`config.mk`:
```
export PLATFORM = sky130hd
export DESIGN_NAME = serial_sub
export DESIGN_NICKNAME = d
export VERILOG_FILES = /design/src/rtl/serial_sub.sv
export SDC_FILE = /design/constraint.sdc
export NUM_CORES = 1
export LEC_CHECK = 0
export BUFFER_PORTS_ARGS = -buffer_cell sky130_fd_sc_hd__buf_2
export CAP_MARGIN = 20
export CORE_UTILIZATION = 40
export CTS_CLUSTER_SIZE = 10
export DETAILED_ROUTE_END_ITERATION = 16
export HOLD_SLACK_MARGIN = 0.08
export SYNTH_ARGS = -nofsm -noshare
export SYNTH_HDL_FRONTEND = slang
export SYNTH_SLANG_ARGS = --single-unit
```
`constraint.sdc`:
```
create_clock -name clk -period 2 [get_ports clk]
set_clock_uncertainty 0.15 [all_clocks]
set_input_delay 0 -clock clk [delete_from_list [all_inputs] [get_ports clk]]
set_output_delay 0 -clock clk [all_outputs]
set_load 0.03 [all_outputs]
```
`src/rtl/serial_sub.sv`:
```
// rtl/serial_sub.sv - bit-serial unsigned subtractor with start/done handshake
//
// Computes {bout, r} = {1'b0, a} - {1'b0, b} one bit per clock, LSB first.
// Optional build macro: SERIAL_SUB_FLAGS_EN adds zero/ovf result flags.
//
// Ports:
//   clk    in   1      clock, rising edge
//   rst    in   1      asynchronous reset, active-high
//   start  in   1      request; a/b sampled on the accepting edge (IDLE or DONE)
//   a      in   WIDTH  minuend (unsigned)
//   b      in   WIDTH  subtrahend (unsigned)
//   busy   out  1      high while bits are being processed
//   done   out  1      one-cycle pulse, r/bout valid from this cycle on
//   r      out  WIDTH  difference modulo 2^WIDTH
//   bout   out  1      borrow out, 1 iff a < b
//   zero   out  1      (SERIAL_SUB_FLAGS_EN) r == 0
//   ovf    out  1      (SERIAL_SUB_FLAGS_EN) signed overflow of a - b

module serial_sub #(
  parameter int WIDTH = 8
) (
  input  logic             clk,
  input  logic             rst,
  input  logic             start,
  input  logic [WIDTH-1:0] a,
  input  logic [WIDTH-1:0] b,
  output logic             busy,
  output logic             done,
  output logic [WIDTH-1:0] r,
  output logic             bout
`ifdef SERIAL_SUB_FLAGS_EN
  ,
  output logic             zero,
  output logic             ovf
`endif
);

  localparam int CW = (WIDTH > 2) ? $clog2(WIDTH) : 1;

  typedef enum logic [1:0] {
    S_IDLE = 2'd0,
    S_RUN  = 2'd1,
    S_DONE = 2'd2
  } state_t;

  state_t           r_state;
  state_t           w_next;
  logic [WIDTH-1:0] r_a;
  logic [WIDTH-1:0] r_b;
  logic [WIDTH-1:0] r_res;
  logic             r_brw;
  logic [CW-1:0]    r_cnt;

  logic             w_accept;
  logic             w_last;
  logic             w_d;
  logic             w_brw;
  logic [WIDTH-1:0] w_res;
  logic             w_busy_d;
  logic             w_done_d;

  // start is only honoured outside RUN; this is what makes back-to-back work from DONE.
  assign w_accept = start && (r_state != S_RUN);
  assign w_last   = (r_state == S_RUN) && (r_cnt == CW'(WIDTH - 1));

  // One full-subtractor bit on the current LSBs of the operand shift registers.
  assign w_d   = r_a[0] ^ r_b[0] ^ r_brw;
  assign w_brw = (~r_a[0] & r_b[0]) | (~(r_a[0] ^ r_b[0]) & r_brw);

  // Difference bits enter at the MSB, so after WIDTH shifts bit 0 is in place.
  assign w_res = {w_d, r_res[WIDTH-1:1]};

  // State register
  always_ff @(posedge clk or posedge rst) begin
    if (rst) begin
      r_state <= S_IDLE;
    end else begin
      r_state <= w_next;
    end
  end

  // Next-state logic
  always_comb begin
    w_next = r_state;
    case (r_state)
      S_IDLE:  w_next = start ? S_RUN : S_IDLE;
      S_RUN:   w_next = w_last ? S_DONE : S_RUN;
      S_DONE:  w_next = start ? S_RUN : S_IDLE;
      default: w_next = S_IDLE;
    endcase
  end

  // Output decode, taken from the next state so busy/done can be registered
  // and still line up exactly with RUN/DONE.
  always_comb begin
    w_busy_d = 1'b0;
    w_done_d = 1'b0;
    case (w_next)
      S_RUN:   w_busy_d = 1'b1;
      S_DONE:  w_done_d = 1'b1;
      default: begin
        w_busy_d = 1'b0;
        w_done_d = 1'b0;
      end
    endcase
  end

  always_ff @(posedge clk or posedge rst) begin
    if (rst) begin
      busy <= 1'b0;
      done <= 1'b0;
    end else begin
      busy <= w_busy_d;
      done <= w_done_d;
    end
  end

  // Serial datapath
  always_ff @(posedge clk or posedge rst) begin
    if (rst) begin
      r_a   <= '0;
      r_b   <= '0;
      r_res <= '0;
      r_brw <= 1'b0;
      r_cnt <= '0;
    end else if (w_accept) begin
      r_a   <= a;
      r_b   <= b;
      r_res <= '0;
      r_brw <= 1'b0;
      r_cnt <= '0;
    end else if (r_state == S_RUN) begin
      r_a   <= {1'b0, r_a[WIDTH-1:1]};
      r_b   <= {1'b0, r_b[WIDTH-1:1]};
      r_res <= w_res;
      r_brw <= w_brw;
      r_cnt <= r_cnt + CW'(1);
    end
  end

  // Result registers load on the edge that enters DONE, directly from the
  // final bit's combinational value, so they hold the old result during RUN.
  always_ff @(posedge clk or posedge rst) begin
    if (rst) begin
      r    <= '0;
      bout <= 1'b0;
    end else if (w_last) begin
      r    <= w_res;
      bout <= w_brw;
    end
  end

`ifdef SERIAL_SUB_FLAGS_EN
  // On the last RUN edge the operand LSBs are the original MSBs.
  always_ff @(posedge clk or posedge rst) begin
    if (rst) begin
      zero <= 1'b0;
      ovf  <= 1'b0;
    end else if (w_last) begin
      zero <= (w_res == '0);
      ovf  <= (r_a[0] != r_b[0]) && (w_d != r_a[0]);
    end
  end
`endif

endmodule
```
Yosys cells after proc, flatten, opt, wreduce, memory -nomap -nowiden --
Index checks and enable logic that the tools add are counted.
Storage, ports and cells: RAM bits 0, memories kept 0, latch bits 0, output and inout port bits 11, word-level logic and storage cells 44, ROM bits 0, bits of input ports 19, register bits after elaboration 41
Operators by class: add/subtract/negate cells 1, shift-type cells 0, divide/modulo/power cells 0, eq/ne operators 6, bitwise gates (word level) 7, reduce and logical (&&, ||, !) cells 5, multipliers 0, $lt $le $gt $ge 0, mux-type cells 15
Operators with widths (count):
- two-way mux 8 bit | 6
- two-way mux 3 bit | 2
- two-way mux 1 bit | 5
- equality test 2 x 1 -> 1 bit, second input constant | 2
- equality test 2 bit, second input constant | 2
- case mux 2 bit (2 select lines) | 1
- adder 3 x 1 -> 3 bit, second input constant | 1
- equality test 3 bit, second input constant | 1
- bitwise AND 1 bit | 2
- logical AND 1 bit | 2
- zero test 2 bit | 1
- two-way mux 2 bit | 1
- inequality test 2 x 1 -> 1 bit, second input constant | 1
- inverter 1 bit | 2
- nonzero test 2 bit | 1
- OR reduction 2 bit | 1
- bitwise XOR 1 bit | 2
- bitwise OR 1 bit | 1

Depth between registers and ports, before layout --
Gate-level depths: netlist of run 1.
depth after elaboration 6, gate-level depth with buffers 5, depth with buffers taken out 4

Least setup slack after synthesis of run 1 --
Ideal clock, no wire load.
kind register to register, from register r_cnt[0], to register r[0], library setup time 0.125 ns, slack 0.319 ns, path buffers 1, data arrival time 1.406 ns, clock period less this slack 1.681 ns, stages on the path, launching flop included 6, cell sequence dfrtp_1 ha_1 ha_1 nand3b_1 buf_2 mux2_2
Between the ends: longest elaborated chain between the ends 2
RTL lines:
- from (decl) | line 52 | logic [CW-1:0] r_cnt;
- from (signal assigned) | line 137 | r_cnt <= r_cnt + CW'(1);
- equality test 3 bit | line 64 | assign w_last = (r_state == S_RUN) && (r_cnt == CW'(WIDTH - 1));
- logical AND 1 bit | line 64
- to (signal assigned) | line 148 | r <= w_res;
- to (decl) | line 29 | output logic [WIDTH-1:0] r,
No other way between the ends. A chain may end at the register's enable or synchronous reset.

Worst setup path after layout of run 1 --
Ends and elaborated chain as after synthesis.

==> summary.md, run 1 <==
| Metric | Value |
|---|---|
| Status | finished clean |
| CP top delay family | adder cells |
| Number of synthesized register bits | 40 |
| Post-CTS Setup Bufs | 0 |
| Final Hold Viols | 0 |
| Pre-CTS WS | 0.2834 ns |
| Ys Warns | 0 |
| Synth Instances | 125 |
| CP Data Required Time | 2.02 ns |
| Clock share of power | 21.0% |
| Final cell count without fillers | 229 |
| Cell Area, Synth | 1853 um2 |
| DP HPWL | 1998 um |
| Worst-path cell chain | ha_1 > ha_1 > nand3b_1 > buf_4 > mux2_2 |
| Post-Place Cells | 204 |
| Slew Viols, Final | 0 |
| Reg-to-reg startpoint | r_cnt[0] |
| GP Congestion | 0.6560 |
| CP Launch Type | flop |
| Crit path buf inv count | 1 |
| Min-delay src | start |
| Worst-path clk slew | 0.07 ns |
| Worst Path Max Fanout | 11 |
| H-Tree Depth | 2 |
| Total GRT Usage | 14.94% |
| Sequential group share of total power | 39.7% |
| Syn_nets | 147 |
| Final net count | 198 |
| Antenna Nets Post-Route | 0 |
| Number of global-route vias before repair | 1170 |
| CTS buffer count | 5 |
| Grt ovf | 0 |
| Critical Setup Path Class | flop to flop |
| Worst slew pin tran | 0.5256 ns |
| Wirelength per Cell | 13.61 um |
| Clock buffer depth | 2 |
| Final setup violation count | 0 |
| Root Buffer | clkbuf_8 |
| Initial antenna violation count | 0 |
| Int Pwr | 2333 uW |
| Global-route wire length before repair | 5658 um |
| DRC | 0 |
| Buffers on Ports | 29 |
| Core ar. | 4414 um2 |
| Worst path most repeated cell | ha_1 |
| Clock insertion delay at the later pin of the skew report | 0.29 ns |
| Clock tree sinks | 40 |
| Rows | 24 |
| Relative slew slack | 64.96% |
| Fin worst setup slack | 0.2760 ns |
| Power Density | 1466 nW/um2 |
| Fin crit share | 86.20% |
| Die ar. | 4908 um2 |
| Detailed Routing Iterations Pass 1 | 2 |
| Initial DRC Count | 23 |
| Worst vdd ir | 0.6629 mV |
| Critical Path End Type | flop |
| Final min period | 1.724 ns |
| Post-DR vias/cell | 4.729 |
| Psw | 1084 uW |
| Fmax | 580.0 MHz |
| Worst hold path type | primary input to flop |
| Leakage | 0.001166 uW |
| Synth Area per Inst | 14.82 um2 |
| WL final | 3116 um |
| Worst path max stage delay | 0.40 ns |
| Setup crit start | r_cnt[0] |
| CTS tree | built |
| Largest net degree at the start of global routing | 41 |
| Fillers | 379 |
| Sequential-to-total area share from yosys stat | 54.02% |
| Net Sw Frac | 31.72% |
| Crit-path slowest cell | dfrtp_1 |
| Die Wd | 70.06 um |
| Share of cells above drive strength 1 | 49.15% |
| Max cap viols | 0 |
| WP data arrival | 1.74 ns |
| Routed vias | 1083 |
| I/O pin total | 30 |
| Layout area overhead | 25.79% |
| Die Height | 70.06 um |
| Comb pwr share | 39.3% |
| Setup TNS | 0 ns |
| Initial Util | 41.98% |
| Reg2reg setup slack | 0.28 ns |
| Power consumption | 3417 uW |
| Unrepaired setup endpoints after global routing | no |
| Util after Layout | 52.81% |
| Synth unique cells | 17 |
| Ant diodes | 0 |
## tightest hold or removal path, stage by stage
cell and delay, ns:
buf_2 0.27, inv_1 0.14, o22ai_1 0.09
## per-stage QoR
step,hold slack (ns),instance area [um2]
final,0.1095,2331
after detailed placement,0.002749,2034
after CTS,0.09533,2331
after global placement,-0.01127,2034
after floorplan,0.006220,1853
after global routing,0.1515,2331
## routing by layer
| layer | up-vias | global-route usage [%] | wire [um] |
|---|---|---|---|
| li1 | 525 | - | - |
| met1 | 532 | 19.10 | 1471 |
| met2 | 22 | 24.04 | 1494 |
| met3 | 4 | 4.906 | 115 |
| met4 | 0 | 4.667 | 34 |
| met5 | - | 0 | 0 |
## cell usage after synthesis
cell / instances / area (um2)
dfrtp_1: 40 / 1001
mux2_2: 33 / 371.6
mux2_4: 12 / 180.2
inv_1: 7 / 26.28
nor2b_1: 7 / 43.79
mux2i_1: 5 / 50.05
and2b_1: 3 / 22.52
buf_6: 3 / 33.78
nand2b_1: 3 / 18.77
buf_2: 2 / 10.01
ha_1: 2 / 25.02
nor2_1: 2 / 7.510
o22ai_1: 2 / 12.51
buf_4: 1 / 7.510
buf_8: 1 / 15.01
fa_1: 1 / 20.02
nand3b_1: 1 / 7.510
## cell type report
| cell class | count | area [um2] | share of cell area [%] |
|---|---|---|---|
| flip-flops and latches | 40 | 1001 | 42.94 |
| inverters | 7 | 26.28 | 1.127 |
| repair buffers | 51 | 352.8 | 15.14 |
| multi-input cells | 71 | 759.5 | 32.58 |
| well taps | 52 | 65.06 | 2.791 |
| clock inverters | 1 | 30.03 | 1.288 |
| clock buffers | 7 | 96.34 | 4.133 |
## registers in the layout, summed over array words and instances, names as in the netlist
| signal | flops |
|---|---|
| bout | 1 |
| done | 1 |
| r_brw | 1 |
| r_res | 7 |
| busy | 1 |
| r | 8 |
| r_a | 8 |
| r_b | 8 |
| r_state | 2 |
| r_cnt | 3 |
## kinds of logic (layout without fill, tap and decap cells)
kind of cell    after synthesis  count (layout)  share of synthesized area, %
buf+inv                      14              66                         4.997
simple gates                 16              16                         5.402
mux                          50              50                         32.48
flops                        40              40                         54.02
fa+ha+maj                     3               3                         2.431
compound gates                2               2                        0.6751
## what timing repair did
action                    in CTS  in global routing
hold endpoints to repair      56                  0
hold buffers                  17                  0
gates resized for setup        0                  0
## final timing paths
check                             end  cells after the start
setup / recovery                 r[0]                      5
hold / removal             r_state[0]                      3
setup reg to reg                 r[0]                      5
hold reg to reg              r_cnt[0]                      1
max in group asynchronous  r_state[1]                      4
min in group asynchronous      r_b[6]                      4
## placed cells by master, fill, tap and decap left out, drive strengths merged, types with 3 or more instances in the layout
cell type    netlist  final
mux2i              5      5
buf                7     34
nand2b             3      3
clkbuf             0      7
dlygate4sd3        0     17
and2b              3      3
inv                7      7
nor2b              7      7
mux2              45     45
dfrtp             40     40
## power by group through the flow
stage,Combinational (uW),Sequential [uW],Clock (uW)
after CTS,1370,1360,735
after global routing,1470,1410,769
after detailed placement,1330,1370,0
final,1340,1360,716
after global placement,1290,1350,0
after floorplan,906,1520,0
Power figures use the tool's default switching activity.
==> run 2, diff against run 1 <==
--- a/config.mk
+++ b/config.mk
@@ -7,2 +7,3 @@
 export LEC_CHECK = 0
+export ABC_AREA = 1
 export BUFFER_PORTS_ARGS = -buffer_cell sky130_fd_sc_hd__buf_2
==> constraint.sdc (replaced) <==
create_clock -name clk -period 2 [get_ports clk]
set_clock_uncertainty 0.15 [all_clocks]
set_input_delay 0.2 -clock clk [delete_from_list [all_inputs] [get_ports clk]]
set_output_delay 0.2 -clock clk [all_outputs]
set_load 0.03 [all_outputs]
==> run 2 against run 1 <==
  * Global-route usage rose by 2.5 points
  * Core utilization rose by 0.20 points
  * Count of clock-buffer cells in the layout rose by 1
  * Highest routed layer unchanged
==> summary.md, run 2 <==
| Metric | Value |
|---|---|
| Status | finished clean |
| Primary FF master, synth | dfrtp_1 |
| Area contributors post-synth | dfrtp_1 58%, nand3_1 15%, nand2_1 12% |
| Antenna Nets Post-Route | 0 |
| Initial DRC Count | 83 |
| Psw | 1211 uW |
| Fmax | 690.0 MHz |
| Worst path max stage delay | 0.40 ns |
| Final setup violation count | 0 |
| Critical Path End Type | flop |
| CP Data Required Time | 2.03 ns |
| GP Congestion | 0.6878 |
| Fin area | 2151 um2 |
| Share of cells above drive strength 1 | 18.72% |
| Die Height | 67.56 um |
| Initial antenna violation count | 0 |
| Top-count cell post-synth | nand2_1 |
| Core ar. | 4058 um2 |
| Fin crit share | 72.46% |
| Cell Area, Synth | 1719 um2 |
| Comb pwr share | 38.7% |
| Worst slew pin tran | 0.4893 ns |
| Worst hold path type | primary input to flop |
| I/O pin total | 30 |
| Routed vias | 1370 |
| Clock insertion delay at the later pin of the skew report | 0.29 ns |
| Most frequent cells in the layout | 56 x nand2_1, 53 x nand3_1, 40 x dfrtp_1 |
| Initial Util | 42.37% |
| Grt ovf | 0 |
| Detailed Routing Iterations Pass 1 | 4 |
| Die Wd | 67.56 um |
| Post-DR vias/cell | 4.807 |
| Global-route wire length before repair | 5830 um |
| CTS tree | built |
| Clock buffer depth | 2 |
| Relative slew slack | 67.38% |
| CTS buffer count | 5 |
| WP data arrival | 1.48 ns |
| Synth unique cells | 15 |
| Synth Instances | 187 |
| Clock tree sinks | 40 |
| Wirelength per Cell | 11.78 um |
| CTS Hold Bufs | 17 |
| Number of synthesized register bits | 40 |
| Final Hold Viols | 0 |
| Total GRT Usage | 17.44% |
| Syn_nets | 209 |
| Placed Area | 1891 um2 |
| Util after Layout | 53.01% |
| Sequential group share of total power | 43.6% |
| Resized cells post-CTS | 0 |
| Sequential-to-total area share from yosys stat | 58.22% |
| Leakage | 0.001105 uW |
| Clock share of power | 17.7% |
| DP HPWL | 2054 um |
| Post-CTS Setup Bufs | 0 |
| Ant diodes | 0 |
| Synth Area per Inst | 9.193 um2 |
| Int Pwr | 1841 uW |
| Max cap viols | 0 |
| DRC | 0 |
| Root Buffer | clkbuf_8 |
| Worst vdd ir | 0.6034 mV |
| Rows | 23 |
| Worst-path clk slew | 0.07 ns |
| Ys Warns | 0 |
| Unrepaired setup endpoints after global routing | no |
| EDFF count, synth | 0 |
| Setup TNS | 0 ns |
| Post-synth top cells | 56 x nand2_1, 53 x nand3_1, 40 x dfrtp_1 |
| Power Density | 1419 nW/um2 |
| Number of global-route vias before repair | 1348 |
| Slew Viols, Final | 0 |
| WL final | 3356 um |
| Top Registers | r (8), r_a (8), r_b (8) |
| Final net count | 256 |
| Critical Setup Path Class | flop to flop |
| Buffers on Ports | 29 |
| Layout area overhead | 25.11% |
| Net Sw Frac | 39.69% |
| Die ar. | 4564 um2 |
| Final min period | 1.449 ns |
| H-Tree Depth | 2 |
| Yosys top cell by area | dfrtp_1 |
| Commonest non-fill, non-tap cell in the layout | nand2_1 |
| Worst Path Max Fanout | 10 |
| Area share of the largest cell type after synthesis | 58.22% |
| Crit-path slowest cell | dfrtp_1 |
| Worst-path cell chain | ha_1 > ha_1 > inv_1 > nor2_8 > nand2_1 > nand2_1 |
| Fillers | 381 |
| CP Launch Type | flop |
| Synth async-reset ratio | 100.0% |
| Largest net degree at the start of global routing | 41 |
run 2: cell count changes after synthesis, moves of 5 or more:
cell / previous run / this run
buf_2: 2 / 8
mux2_2: 33 / 0
mux2_4: 12 / 0
mux2i_1: 5 / 0
nand2_1: 0 / 56
nand3_1: 0 / 53
nor2b_1: 7 / 0
run 2: final timing paths:
path | end | depth (start not counted) | slack [ns] | startpoint
max in group asynchronous | bout | 4 | 0.93 | rst
min reg2reg | r[4] | 2 | 0.33 | r[4]
max | r[6] | 6 | 0.55 | r_cnt[0]
max reg2reg | r[6] | 6 | 0.55 | r_cnt[0]
min in group asynchronous | r_a[7] | 4 | 0.42 | rst
min | r_b[7] | 4 | 0.24 | start
run 2: cell families (layout without fill, tap and decap cells):
family	after synthesis	after routing	share of synthesized area, %
AND/OR/NAND/NOR	112	112	29.40
flip-flops	40	40	58.22
buffers and inverters	22	70	6.696
AO/OA/AOI/OAI	10	10	3.057
adder cells (fa/ha/maj)	3	3	2.620
run 2: critical path: cells and delay by family, from the launching register on:
family | cells | cell delay [ns]
flops | 1 | 0.40
simple gates | 3 | 0.20
fa+ha+maj | 2 | 0.42
buf+inv | 1 | 0.17
run 2: power groups by stage:
stage               Clock [uW]  Sequential, uW  Combinational (uW)
floorplan                    0            1510                 750
global placement             0            1340                1160
detailed placement           0            1350                1170
CTS                        561            1340                1200
global route               596            1380                1350
finish                     540            1330                1180
run 2: area by class of cell:
cell class / instances / area, um2 / share of cell area [%]
well taps: 50 / 62.56 / 2.909
clock buffers: 8 / 90.09 / 4.188
flip-flops and latches: 40 / 1001 / 46.54
multi-input cells: 125 / 603.1 / 28.04
repair buffers: 51 / 352.8 / 16.40
inverters: 11 / 41.29 / 1.920
run 2: per-stage QoR:
stage	worst slack (ns)	hold WS, ns	cells	total power, uW
final	0.5508	0.2382	285	3052
after floorplan	0.6382	0.1953	187	2261
after CTS	0.5294	0.2270	285	3101
after global routing	0.4270	0.2614	285	3321
after detailed placement	0.5475	0.1947	260	2524
after global placement	0.5740	0.2013	260	2506
run 2: layer usage:
metal / track usage (%) / up-vias / share of wire [%]
li1: - / 705 / -
met1: 21.58 / 632 / 49
met2: 28.59 / 28 / 46
met3: 4.054 / 5 / 3.1
met4: 7.979 / 0 / 1.6
met5: 0 / - / 0
